--- src/rtl/led_mmio_if.sv ---
// Core load/store request/response channel for the LED peripheral.
interface led_mmio_if #(
  parameter int ADDR_W = 5
);
  logic              req_valid;
  logic              req_ready;
  logic              req_we;
  logic [ADDR_W-1:0] req_addr;
  logic [31:0]       req_wdata;
  logic [3:0]        req_be;
  logic              rsp_valid;
  logic              rsp_ready;
  logic [31:0]       rsp_rdata;
  logic              rsp_err;

  modport master (
    output req_valid, req_we, req_addr, req_wdata, req_be, rsp_ready,
    input  req_ready, rsp_valid, rsp_rdata, rsp_err
  );

  modport slave (
    input  req_valid, req_we, req_addr, req_wdata, req_be, rsp_ready,
    output req_ready, rsp_valid, rsp_rdata, rsp_err
  );
endinterface

--- src/rtl/led_mmio_responder.sv ---
// Memory-mapped LED peripheral: register file behind a valid/ready bus, driving
// registered LED pins with per-LED PWM dimming and a global blink gate.

module led_mmio_lane (
  input  logic       clk,
  input  logic       rst,
  input  logic       on,
  input  logic       pwm_en,
  input  logic [7:0] duty,
  input  logic [7:0] pwm_cnt,
  input  logic       blink_gate,
  output logic       led
);
  always_ff @(posedge clk or negedge rst) begin
    if (!rst) led <= 1'b0;
    else      led <= on & (!pwm_en | (pwm_cnt < duty)) & blink_gate;
  end
endmodule

module led_mmio_responder #(
  parameter int ADDR_W   = 5,
  parameter int NUM_LEDS = 4,
  parameter int BLINK_W  = 24
) (
  input  logic                clk,
  input  logic                rst,
  led_mmio_if.slave           bus,
  output logic [NUM_LEDS-1:0] led
);
  typedef enum logic {IDLE, RESP} state_t;

  state_t               state, state_nxt;
  logic                 accept;
  logic [NUM_LEDS-1:0]  led_out;
  logic [3:0][7:0]      duty;
  logic [1:0]           ctrl;
  logic [BLINK_W-1:0]   blink;
  logic [31:0]          cycles;
  logic [7:0]           pwm_cnt;
  logic [BLINK_W-1:0]   blink_cnt;
  logic                 blink_phase;
  logic [2:0]           widx;
  logic                 mapped;
  logic [31:0]          rd_view;
  logic [31:0]          wmask;
  logic [31:0]          wr_merge;
  logic                 wr;
  logic                 blink_wr;
  logic                 unused;

  assign unused = ^bus.req_addr[1:0];
  assign widx   = bus.req_addr[4:2];

  // Two-process handshake FSM
  always_ff @(posedge clk or negedge rst) begin
    if (!rst) state <= IDLE;
    else      state <= state_nxt;
  end

  always_comb begin
    state_nxt = state;
    accept    = 1'b0;
    case (state)
      IDLE: if (bus.req_valid) begin
        accept    = 1'b1;
        state_nxt = RESP;
      end
      RESP: if (bus.rsp_ready) state_nxt = IDLE;
      default: state_nxt = IDLE;
    endcase
  end

  assign bus.req_ready = (state == IDLE);
  assign bus.rsp_valid = (state == RESP);

  // 32-bit view of the addressed register; unimplemented bits read 0
  always_comb begin
    rd_view = '0;
    mapped  = 1'b1;
    case (widx)
      3'd0: rd_view[NUM_LEDS-1:0] = led_out;
      3'd1: rd_view = duty;
      3'd2: rd_view[1:0] = ctrl;
      3'd3: rd_view[BLINK_W-1:0] = blink;
      3'd4: rd_view = cycles;
      default: mapped = 1'b0;
    endcase
  end

  assign wmask    = {{8{bus.req_be[3]}}, {8{bus.req_be[2]}}, {8{bus.req_be[1]}}, {8{bus.req_be[0]}}};
  assign wr_merge = (rd_view & ~wmask) | (bus.req_wdata & wmask);
  assign wr       = accept & bus.req_we;
  assign blink_wr = wr & (widx == 3'd3) & (|bus.req_be);

  always_ff @(posedge clk or negedge rst) begin
    if (!rst) begin
      led_out   <= '0;
      duty      <= '0;
      ctrl      <= '0;
      blink     <= '0;
      cycles    <= '0;
      pwm_cnt   <= '0;
      bus.rsp_rdata <= '0;
      bus.rsp_err   <= 1'b0;
    end else begin
      cycles  <= cycles + 32'd1;
      pwm_cnt <= pwm_cnt + 8'd1;
      if (wr) begin
        case (widx)
          3'd0: led_out <= wr_merge[NUM_LEDS-1:0];
          3'd1: duty    <= wr_merge;
          3'd2: ctrl    <= wr_merge[1:0];
          3'd3: blink   <= wr_merge[BLINK_W-1:0];
          default: ;
        endcase
      end
      if (accept) begin
        bus.rsp_rdata <= bus.req_we ? 32'd0 : rd_view;
        bus.rsp_err   <= !mapped | (bus.req_we & (widx == 3'd4));
      end
    end
  end

  // Blink counter; a BLINK write restarts the count but keeps the phase
  always_ff @(posedge clk or negedge rst) begin
    if (!rst) begin
      blink_cnt   <= '0;
      blink_phase <= 1'b1;
    end else if (!ctrl[1] || blink == '0) begin
      blink_cnt   <= '0;
      blink_phase <= 1'b1;
    end else if (blink_wr) begin
      blink_cnt   <= '0;
    end else if (blink_cnt == blink - BLINK_W'(1)) begin
      blink_cnt   <= '0;
      blink_phase <= ~blink_phase;
    end else begin
      blink_cnt   <= blink_cnt + BLINK_W'(1);
    end
  end

  genvar i;
  generate
    for (i = 0; i < NUM_LEDS; i++) begin : g_lane
      led_mmio_lane u_lane (
        .clk        (clk),
        .rst        (rst),
        .on         (led_out[i]),
        .pwm_en     (ctrl[0]),
        .duty       (duty[i]),
        .pwm_cnt    (pwm_cnt),
        .blink_gate (!ctrl[1] | blink_phase),
        .led        (led[i])
      );
    end
  endgenerate
endmodule
--- src/flat_wrapper.sv ---
// flat-port wrapper written by rule: the top's interface ports become plain ports
module led_mmio_responder_flat 
#(
  parameter int ADDR_W   = 5,
  parameter int NUM_LEDS = 4,
  parameter int BLINK_W  = 24
)
  (clk, rst, led, bus_req_valid, bus_req_we, bus_req_addr, bus_req_wdata, bus_req_be, bus_rsp_ready, bus_req_ready, bus_rsp_valid, bus_rsp_rdata, bus_rsp_err);
  led_mmio_if #(.ADDR_W(ADDR_W)) bus_i ();
  input  logic clk;
  input  logic rst;
  output logic [NUM_LEDS-1:0] led;
  input wire logic [$bits(bus_i.req_valid)-1:0] bus_req_valid;
  input wire logic [$bits(bus_i.req_we)-1:0] bus_req_we;
  input wire logic [$bits(bus_i.req_addr)-1:0] bus_req_addr;
  input wire logic [$bits(bus_i.req_wdata)-1:0] bus_req_wdata;
  input wire logic [$bits(bus_i.req_be)-1:0] bus_req_be;
  input wire logic [$bits(bus_i.rsp_ready)-1:0] bus_rsp_ready;
  output wire logic [$bits(bus_i.req_ready)-1:0] bus_req_ready;
  output wire logic [$bits(bus_i.rsp_valid)-1:0] bus_rsp_valid;
  output wire logic [$bits(bus_i.rsp_rdata)-1:0] bus_rsp_rdata;
  output wire logic [$bits(bus_i.rsp_err)-1:0] bus_rsp_err;
  assign bus_i.req_valid = bus_req_valid;
  assign bus_i.req_we = bus_req_we;
  assign bus_i.req_addr = bus_req_addr;
  assign bus_i.req_wdata = bus_req_wdata;
  assign bus_i.req_be = bus_req_be;
  assign bus_i.rsp_ready = bus_rsp_ready;
  assign bus_req_ready = bus_i.req_ready;
  assign bus_rsp_valid = bus_i.rsp_valid;
  assign bus_rsp_rdata = bus_i.rsp_rdata;
  assign bus_rsp_err = bus_i.rsp_err;
  led_mmio_responder #(.ADDR_W(ADDR_W), .NUM_LEDS(NUM_LEDS), .BLINK_W(BLINK_W)) u_core (.clk(clk), .rst(rst), .bus(bus_i), .led(led));
endmodule
--- config.mk ---
export PLATFORM = sky130hd
export DESIGN_NAME = led_mmio_responder_flat
export DESIGN_NICKNAME = d
export VERILOG_FILES = /design/src/rtl/led_mmio_if.sv /design/src/rtl/led_mmio_responder.sv /design/src/flat_wrapper.sv
export SDC_FILE = /design/constraint.sdc
export NUM_CORES = 1
export LEC_CHECK = 0
export BUFFER_PORTS_ARGS = -buffer_cell sky130_fd_sc_hd__buf_2
export CORE_MARGIN = 1.5
export CORE_UTILIZATION = 60
export DETAILED_ROUTE_END_ITERATION = 7
export HOLD_SLACK_MARGIN = 0.12
export PLACE_DENSITY = 0.78
export SLEW_MARGIN = 40
export SYNTH_ARGS = -nofsm -noshare
export SYNTH_HDL_FRONTEND = slang
export SYNTH_SLANG_ARGS = --single-unit
export TNS_END_PERCENT = 10
--- constraint.sdc ---
create_clock -name clk -period 4 [get_ports clk]
set_clock_uncertainty 0.05 [all_clocks]
set_input_delay 1.2 -clock clk [delete_from_list [all_inputs] [get_ports clk]]
set_output_delay 1.2 -clock clk [all_outputs]
set_load 0.03 [all_outputs]
==> run metrics, run 1 <==
clock latency at the later pin of the worst-skew pair 430 ps; Overall Global Routing Usage 29.6%; CP Capture Type register; core region area 0.0151 mm2; GPL Wtd Cong 0.884; DRC 0; area leader, netlist dfrtp_1; reg-to-reg startpoint u_core.blink[0]; CTS max path bufs 2; total cell area at the placement stage 0.00972 mm2; final setup fails 0; Compound-Gate Fraction of Synth Area 11.7%; sw frac 31.2%; wire per inst 19.4 um; TritonCTS Buffers 17; final net count 1032; count of final max-slew check failures 0; sequential-to-total area share from yosys stat 45.0%; Comb power frac 21.4%; depth of the CTS H-tree 4; post-synthesis net count 971; IO Pins 85; Worst VDD drop 0.000333 V; FFs w/ async S/R, synth 100%; n_diodes 0; row cnt 45; Final period util 84.3%; Clock Sinks 165; portion of netlist area occupied by mux cells 11.7%; DR vias/cell 6.17; leak pwr 4.92 nW; Main synth FF type dfrtp_1; hold crit path type reg -> reg; drt pass-1 iters 5; Yosys top cell area share 44.7%; WP buf/inv 2; # fillers 1183; Syn Area/Cell 10.3 um2; Netlist cell types 62; initial antenna violation count 0; Clk network pwr share 35.7%; buffers inserted by post-CTS timing repair 0; RSZ-0062 raised after global routing no; Hold Startpoint u_core.cycles[31]; CP max stage delay 530 ps; largest family of logic cells by synthesized area simple AND/OR/NAND/NOR gates; Overall Power 4.75 mW; Crit Path Class reg -> reg; clk slew on worst S/H paths 70 ps; max_cap viols 0; final worst slack 628 ps; synth cell count leaders 164 x dfrtp_1, 72 x mux2_2, 69 x nand2_1, 68 x nor2_1, 42 x xnor2_1; total net switching power 1.48 mW; Critical Path AT 3620 ps; Critical Path Source Type register; top-count cell post-synth dfrtp_1; fin area 0.0104 mm2; worst endpoint required time 4250 ps; multi-input logic area 0.00467 mm2; total grt overflow 0; drt total wl 22400 um; fmax 297 MHz; CTS tree built; internal power 3.27 mW; Simple-Gate Fraction of Synth Area 14.9%; relative slew slack 55.2%; Worst Tran Pin Value 665 ps; Seq pwr share 42.9%; number of flops mapped to enable cells by yosys 0; xor/xnor share of the synthesized area 8.19%; die width 127 um; die area 0.0160 mm2; share of cells above drive strength 1 21.7%; critical path's slowest cell or4b_1; HPWL Detailed 15800 um; final hold violations 0; register area 0.00413 mm2; post-route minimum period 3370 ps; chip height 127 um; YS warnings 0; Buffers on Ports 82; Post-Synthesis Cell Area 0.00917 mm2; # hold bufs at CTS 0; post-route setup TNS 0 ps; largest net degree at the start of global routing 82; Yosys reg bits 165; ranking of synthesized cells by area dfrtp_1 45%, mux2_2 8.8%, ha_1 4.4%, xnor2_1 4.0%, xor2_1 3.9%; worst path cell trace inv_1 > ha_1 > nand2b_1 > or4b_1 > a2111oi_2 > o2111ai_1 > and4b_1 > o2111ai_2 > nand2_1 > buf_4 > nor2_1; vias in the first global route 7229; Starting DRT DRC Count 549; worst reg-to-reg setup slack 630 ps; Starting Density 60.8%; cell count after synthesis 893; Clock Tree Root clkbuf_16; # resized after CTS 0; crit-path max FO 23; pre-CTS WS 587 ps; post-route ant nets 0; Synth Area in Adders 4.37%; CP delay by family, top simple AND/OR/NAND/NOR gates; status complete, no violations; Crit. Startpoint u_core.blink[0]; Via Count 7122; Power Density 459 mW/mm2; area growth from synthesis to layout 12.9%; first-pass GRT wire length 36900 um
## layout make-up
class / count / area share, %
flip-flops and latches: 165 / 39.9
clock inverters: 12 / 1.64
clock buffers: 20 / 4.22
multi-input cells: 635 / 45.1
inverters: 40 / 1.45
well taps: 188 / 2.27
repair buffers: 95 / 5.40
## cells in the final DEF, fill, tap and decap left out, drive strengths merged, types with 26 or more instances in the layout
cell,instances
dfrtp,164
buf,95
mux2,72
nand2,69
nor2,69
inv,44
xnor2,42
xor2,41
o21ai,35
a22o,32
ha,32
nand3,27
mux2i,26
## final timing paths
kind	endpoint	cells past startpoint
hold reg to reg	u_core.cycles[31]	1
hold / removal	u_core.cycles[31]	1
max in group asynchronous	u_core.blink_cnt[12]	3
setup reg to reg	u_core.blink_cnt[12]	11
min in group asynchronous	u_core.bus.rsp_rdata[25]	1
setup / recovery	u_core.blink_cnt[12]	11
## power by group through the flow
stage,Clock (mW),Sequential (mW),Combinational [mW]
floorplan,0,2.02,0.737
global placement,0,2.06,0.970
detailed placement,0,2.06,0.999
CTS,1.72,2.03,1.01
global route,1.78,2.06,1.12
finish,1.70,2.04,1.02
## worst register-to-register path, cell delays in order (launching register included)
cell and delay, ps:
dfrtp_1 460, inv_1 130, ha_1 240, nand2b_1 190
or4b_1 530, a2111oi_2 400, o2111ai_1 190, and4b_1 310
o2111ai_2 250, nand2_1 150, buf_4 260, nor2_1 90
## cell families after synthesis
family          count (synthesis)
compound gates                149
xor+xnor                       84
fa+ha+maj                      32
buf+inv                        93
flops                         165
mux                            98
simple gates                  272
## stage by stage
step	instances	hold slack (ps)	util (%)
2_1_floorplan	893	392	-
3_3_place_gp	1122	407	64.4
3_5_place_dp	1122	414	64.4
4_1_cts	1154	424	68.4
5_1_grt	1155	456	68.6
6_report	1155	426	68.6
## per-layer routing
metal / GRT usage, % / wire length, um / up-vias
li1: - / - / 3300
met1: 39.0 / 9860 / 3531
met5: 0 / 0 / -
met3: 5.06 / 1080 / 57
met2: 48.4 / 10800 / 234
met4: 13.2 / 710 / 0
## sequential cells by signal, indices dropped and copies added (netlist names)
| register | flops |
|---|---|
| u_core.duty | 32 |
| u_core.bus.rsp_rdata | 32 |
| u_core.blink | 24 |
| u_core.g_lane.u_lane.led | 4 |
| u_core.pwm_cnt | 8 |
| u_core.ctrl | 2 |
| u_core.blink_phase | 1 |
| u_core.bus.rsp_valid | 1 |
| u_core.blink_cnt | 24 |
| u_core.bus.rsp_err | 1 |
| u_core.led_out | 4 |
| u_core.cycles | 32 |
Note: power is estimated with default switching activity, not from simulation.
==> run 2: changes to the inputs <==
ABC_AREA = 1   (was not set)
clock period = 3.46 ns   (was 4 ns; I/O delays follow)
==> run 2 against run 1 <==
Setup slack gained 49 ps. Combinational power rose by 38%. Largest cell class unchanged. Final cell count increased by 23%. First-iteration DRC count rose by 31%.
==> run metrics, run 2 <==
status complete, no violations (unchanged); Worst Tran Pin Value 846 ps (was 665 ps); Critical Path AT 3040 ps (was 3620 ps); post-route ant nets 0 (unchanged); YS warnings 0 (unchanged); die area 0.0161 mm2 (was 0.0160 mm2); HPWL Detailed 17500 um (was 15800 um); fin area 0.0105 mm2 (was 0.0104 mm2); drt total wl 24000 um (was 22400 um); Crit. Startpoint u_core.blink[0] (unchanged); worst endpoint required time 3720 ps (was 4250 ps); Post-Synthesis Cell Area 0.00923 mm2 (was 0.00917 mm2); ranking of synthesized cells by area dfrtp_1 44%, nand2_1 10%, o21ai_0 7.6%, inv_1 6.3%, xor2_1 5.6% (was dfrtp_1 45%, mux2_2 8.8%, ha_1 4.4%, xnor2_1 4.0%, xor2_1 3.9%); area growth from synthesis to layout 13.5% (was 12.9%); Clock Sinks 165 (unchanged); Cells on Worst Hold Path 1 (unchanged); top-count cell post-synth nand2_1 (was dfrtp_1); Power Density 555 mW/mm2 (was 459 mW/mm2); Yosys top cell area share 44.4% (was 44.7%); crit-path max FO 22 (was 23); post-route setup TNS 0 ps (unchanged); share of cells above drive strength 1 15.4% (was 21.7%); DR vias/cell 5.66 (was 6.17); relative slew slack 42.9% (was 55.2%); Starting DRT DRC Count 719 (was 549); synth cell count leaders 254 x nand2_1, 164 x dfrtp_1, 154 x inv_1, 140 x o21ai_0, 62 x nor2_1 (was 164 x dfrtp_1, 72 x mux2_2, 69 x nand2_1, 68 x nor2_1, 42 x xnor2_1); CTS max path bufs 2 (unchanged); Syn Area/Cell 8.07 um2 (was 10.3 um2); final hold violations 0 (unchanged); Overall Global Routing Usage 31.2% (was 29.6%); Via Count 8053 (was 7122); Worst VDD drop 0.000381 V (was 0.000333 V); reg-to-reg startpoint u_core.blink[0] (unchanged); commonest cells after routing, fill and taps aside 254 x nand2_1, 164 x dfrtp_1, 154 x inv_1, 140 x o21ai_0, 81 x buf_2 (was 164 x dfrtp_1, 81 x buf_2, 72 x mux2_2, 69 x nand2_1, 66 x nor2_1); buffers inserted by post-CTS timing repair 0 (unchanged); FFs w/ async S/R, synth 100% (unchanged); IO Pins 85 (unchanged); largest net degree at the start of global routing 63 (was 82); wire per inst 16.9 um (was 19.4 um); hold crit path type reg -> reg (unchanged); area leader, netlist dfrtp_1 (unchanged); fmax 359 MHz (was 297 MHz); leak pwr 5.11 nW (was 4.92 nW); post-route minimum period 2780 ps (was 3370 ps); Reg2Reg Depth 12 (was 11); Overall Power 5.82 mW (was 4.75 mW); first-pass GRT wire length 39100 um (was 36900 um); Hold Startpoint u_core.cycles[16] (was u_core.cycles[31]); total cell area at the placement stage 0.00983 mm2 (was 0.00972 mm2); final setup fails 0 (unchanged); post-synthesis net count 1222 (was 971); count of final max-slew check failures 0 (unchanged); CTS tree built (unchanged); initial antenna violation count 0 (unchanged); Netlist cell types 47 (was 62); GPL Wtd Cong 0.915 (was 0.884); vias in the first global route 7845 (was 7229); Largest regs u_core.bus.rsp_rdata: 32 flops, u_core.cycles: 32 flops, u_core.duty: 32 flops (unchanged); depth of the CTS H-tree 4 (unchanged); n_diodes 0 (unchanged); drt pass-1 iters 5 (unchanged); die width 127 um (about the same); Crit Path Class reg -> reg (unchanged); Yosys reg bits 165 (unchanged); sequential-to-total area share from yosys stat 44.7% (was 45.0%); r2r endpoint u_core.blink_cnt[1] (was u_core.blink_cnt[12]); worst reg-to-reg setup slack 680 ps (was 630 ps); max_cap viols 0 (unchanged); CP Capture Type register (unchanged); chip height 127 um (about the same); TritonCTS Buffers 17 (unchanged); # hold bufs at CTS 0 (unchanged); # resized after CTS 0 (unchanged); clock latency at the later pin of the worst-skew pair 440 ps (was 430 ps); commonest non-fill, non-tap cell in the layout nand2_1 (was dfrtp_1); Critical Path Source Type register (unchanged); hold endpoint u_core.cycles[16] (was u_core.cycles[31]); cell count after synthesis 1144 (was 893); core region area 0.0151 mm2 (unchanged); Clock Tree Root clkbuf_16 (unchanged); DRC 0 (unchanged); RSZ-0062 raised after global routing no (unchanged); Starting Density 61.2% (was 60.8%); Final period util 80.4% (was 84.3%); row cnt 45 (unchanged); Main synth FF type dfrtp_1 (unchanged); total grt overflow 0 (unchanged); number of flops mapped to enable cells by yosys 0 (unchanged); final net count 1301 (was 1032); clk slew on worst S/H paths 70 ps (about the same); Buffers on Ports 82 (unchanged)
run 2: cell types whose count changed in the layout (fill, tap and decap cells not counted), sizes merged, moves of 26 or more:
cell / delta
a22o: -31
inv: +115
mux2: -72
mux2i: -26
nand2: +192
nor2: +33
o21ai: +108
xnor2: -34
run 2: area by class of cell:
class	instances	area [um2]
clock buffer	19	453
inverter	157	589
sequential	165	4130
clock inverter	13	196
timing repair buffer	95	527
multi-input combinational	787	4350
tap	188	235
fill	1268	4610
run 2: per-stage QoR:
stage | cells | hold WS [ps] | util (%) | setup WS (ps)
finish | 1424 | 424 | 69.5 | 677
global route | 1424 | 448 | 69.5 | 510
global placement | 1392 | 403 | 65.1 | 623
detailed placement | 1392 | 414 | 65.1 | 501
floorplan | 1144 | 392 | - | 1020
CTS | 1424 | 425 | 69.4 | 743
run 2: cells by family after synthesis:
group           Yosys count  synth area share [%]
flops                   165                  44.7
fa+ha+maj                32                  4.34
simple gates            456                  22.5
xor+xnor                 68                  6.61
buf+inv                 192                  8.24
compound gates          231                  13.6
run 2: per-layer routing:
metal	share of wire, %	GRT usage, %	vias to the layer above	routed length, um
met5	0	0	-	0
met4	3.4	13.0	0	823
met3	6.7	6.95	56	1600
met2	45	47.4	313	10800
met1	45	43.8	3816	10800
li1	-	-	3868	-
run 2: where the power goes:
part	total, mW	internal (mW)	switching, mW
registers	2.34	2.14	0.204
logic	1.41	0.466	0.939
clock network	2.08	1.26	0.818
run 2: how the worst max path moves through the flow:
stage	end	slack [ps]	depth (start not counted)
2_1_floorplan	u_core.blink_cnt[13]	1020	5
6_report	u_core.blink_cnt[1]	680	12
3_5_place_dp	u_core.blink[2]	500	9
4_1_cts	u_core.blink_cnt[1]	740	12
3_3_place_gp	u_core.duty[13]	620	10
5_1_grt	u_core.blink_cnt[0]	510	12
run 2: worst max-delay path, stage by stage (launching register included):
cell     delay (ps)
dfrtp_1         440
inv_1           200
ha_1            290
nand2_4         110
nor2_2          290
xor2_1          190
nand3_1         130
nor2_1          140
nand2_1          60
nor2_1          250
nand2_2         130
nand3_4         300
nor2_1           70
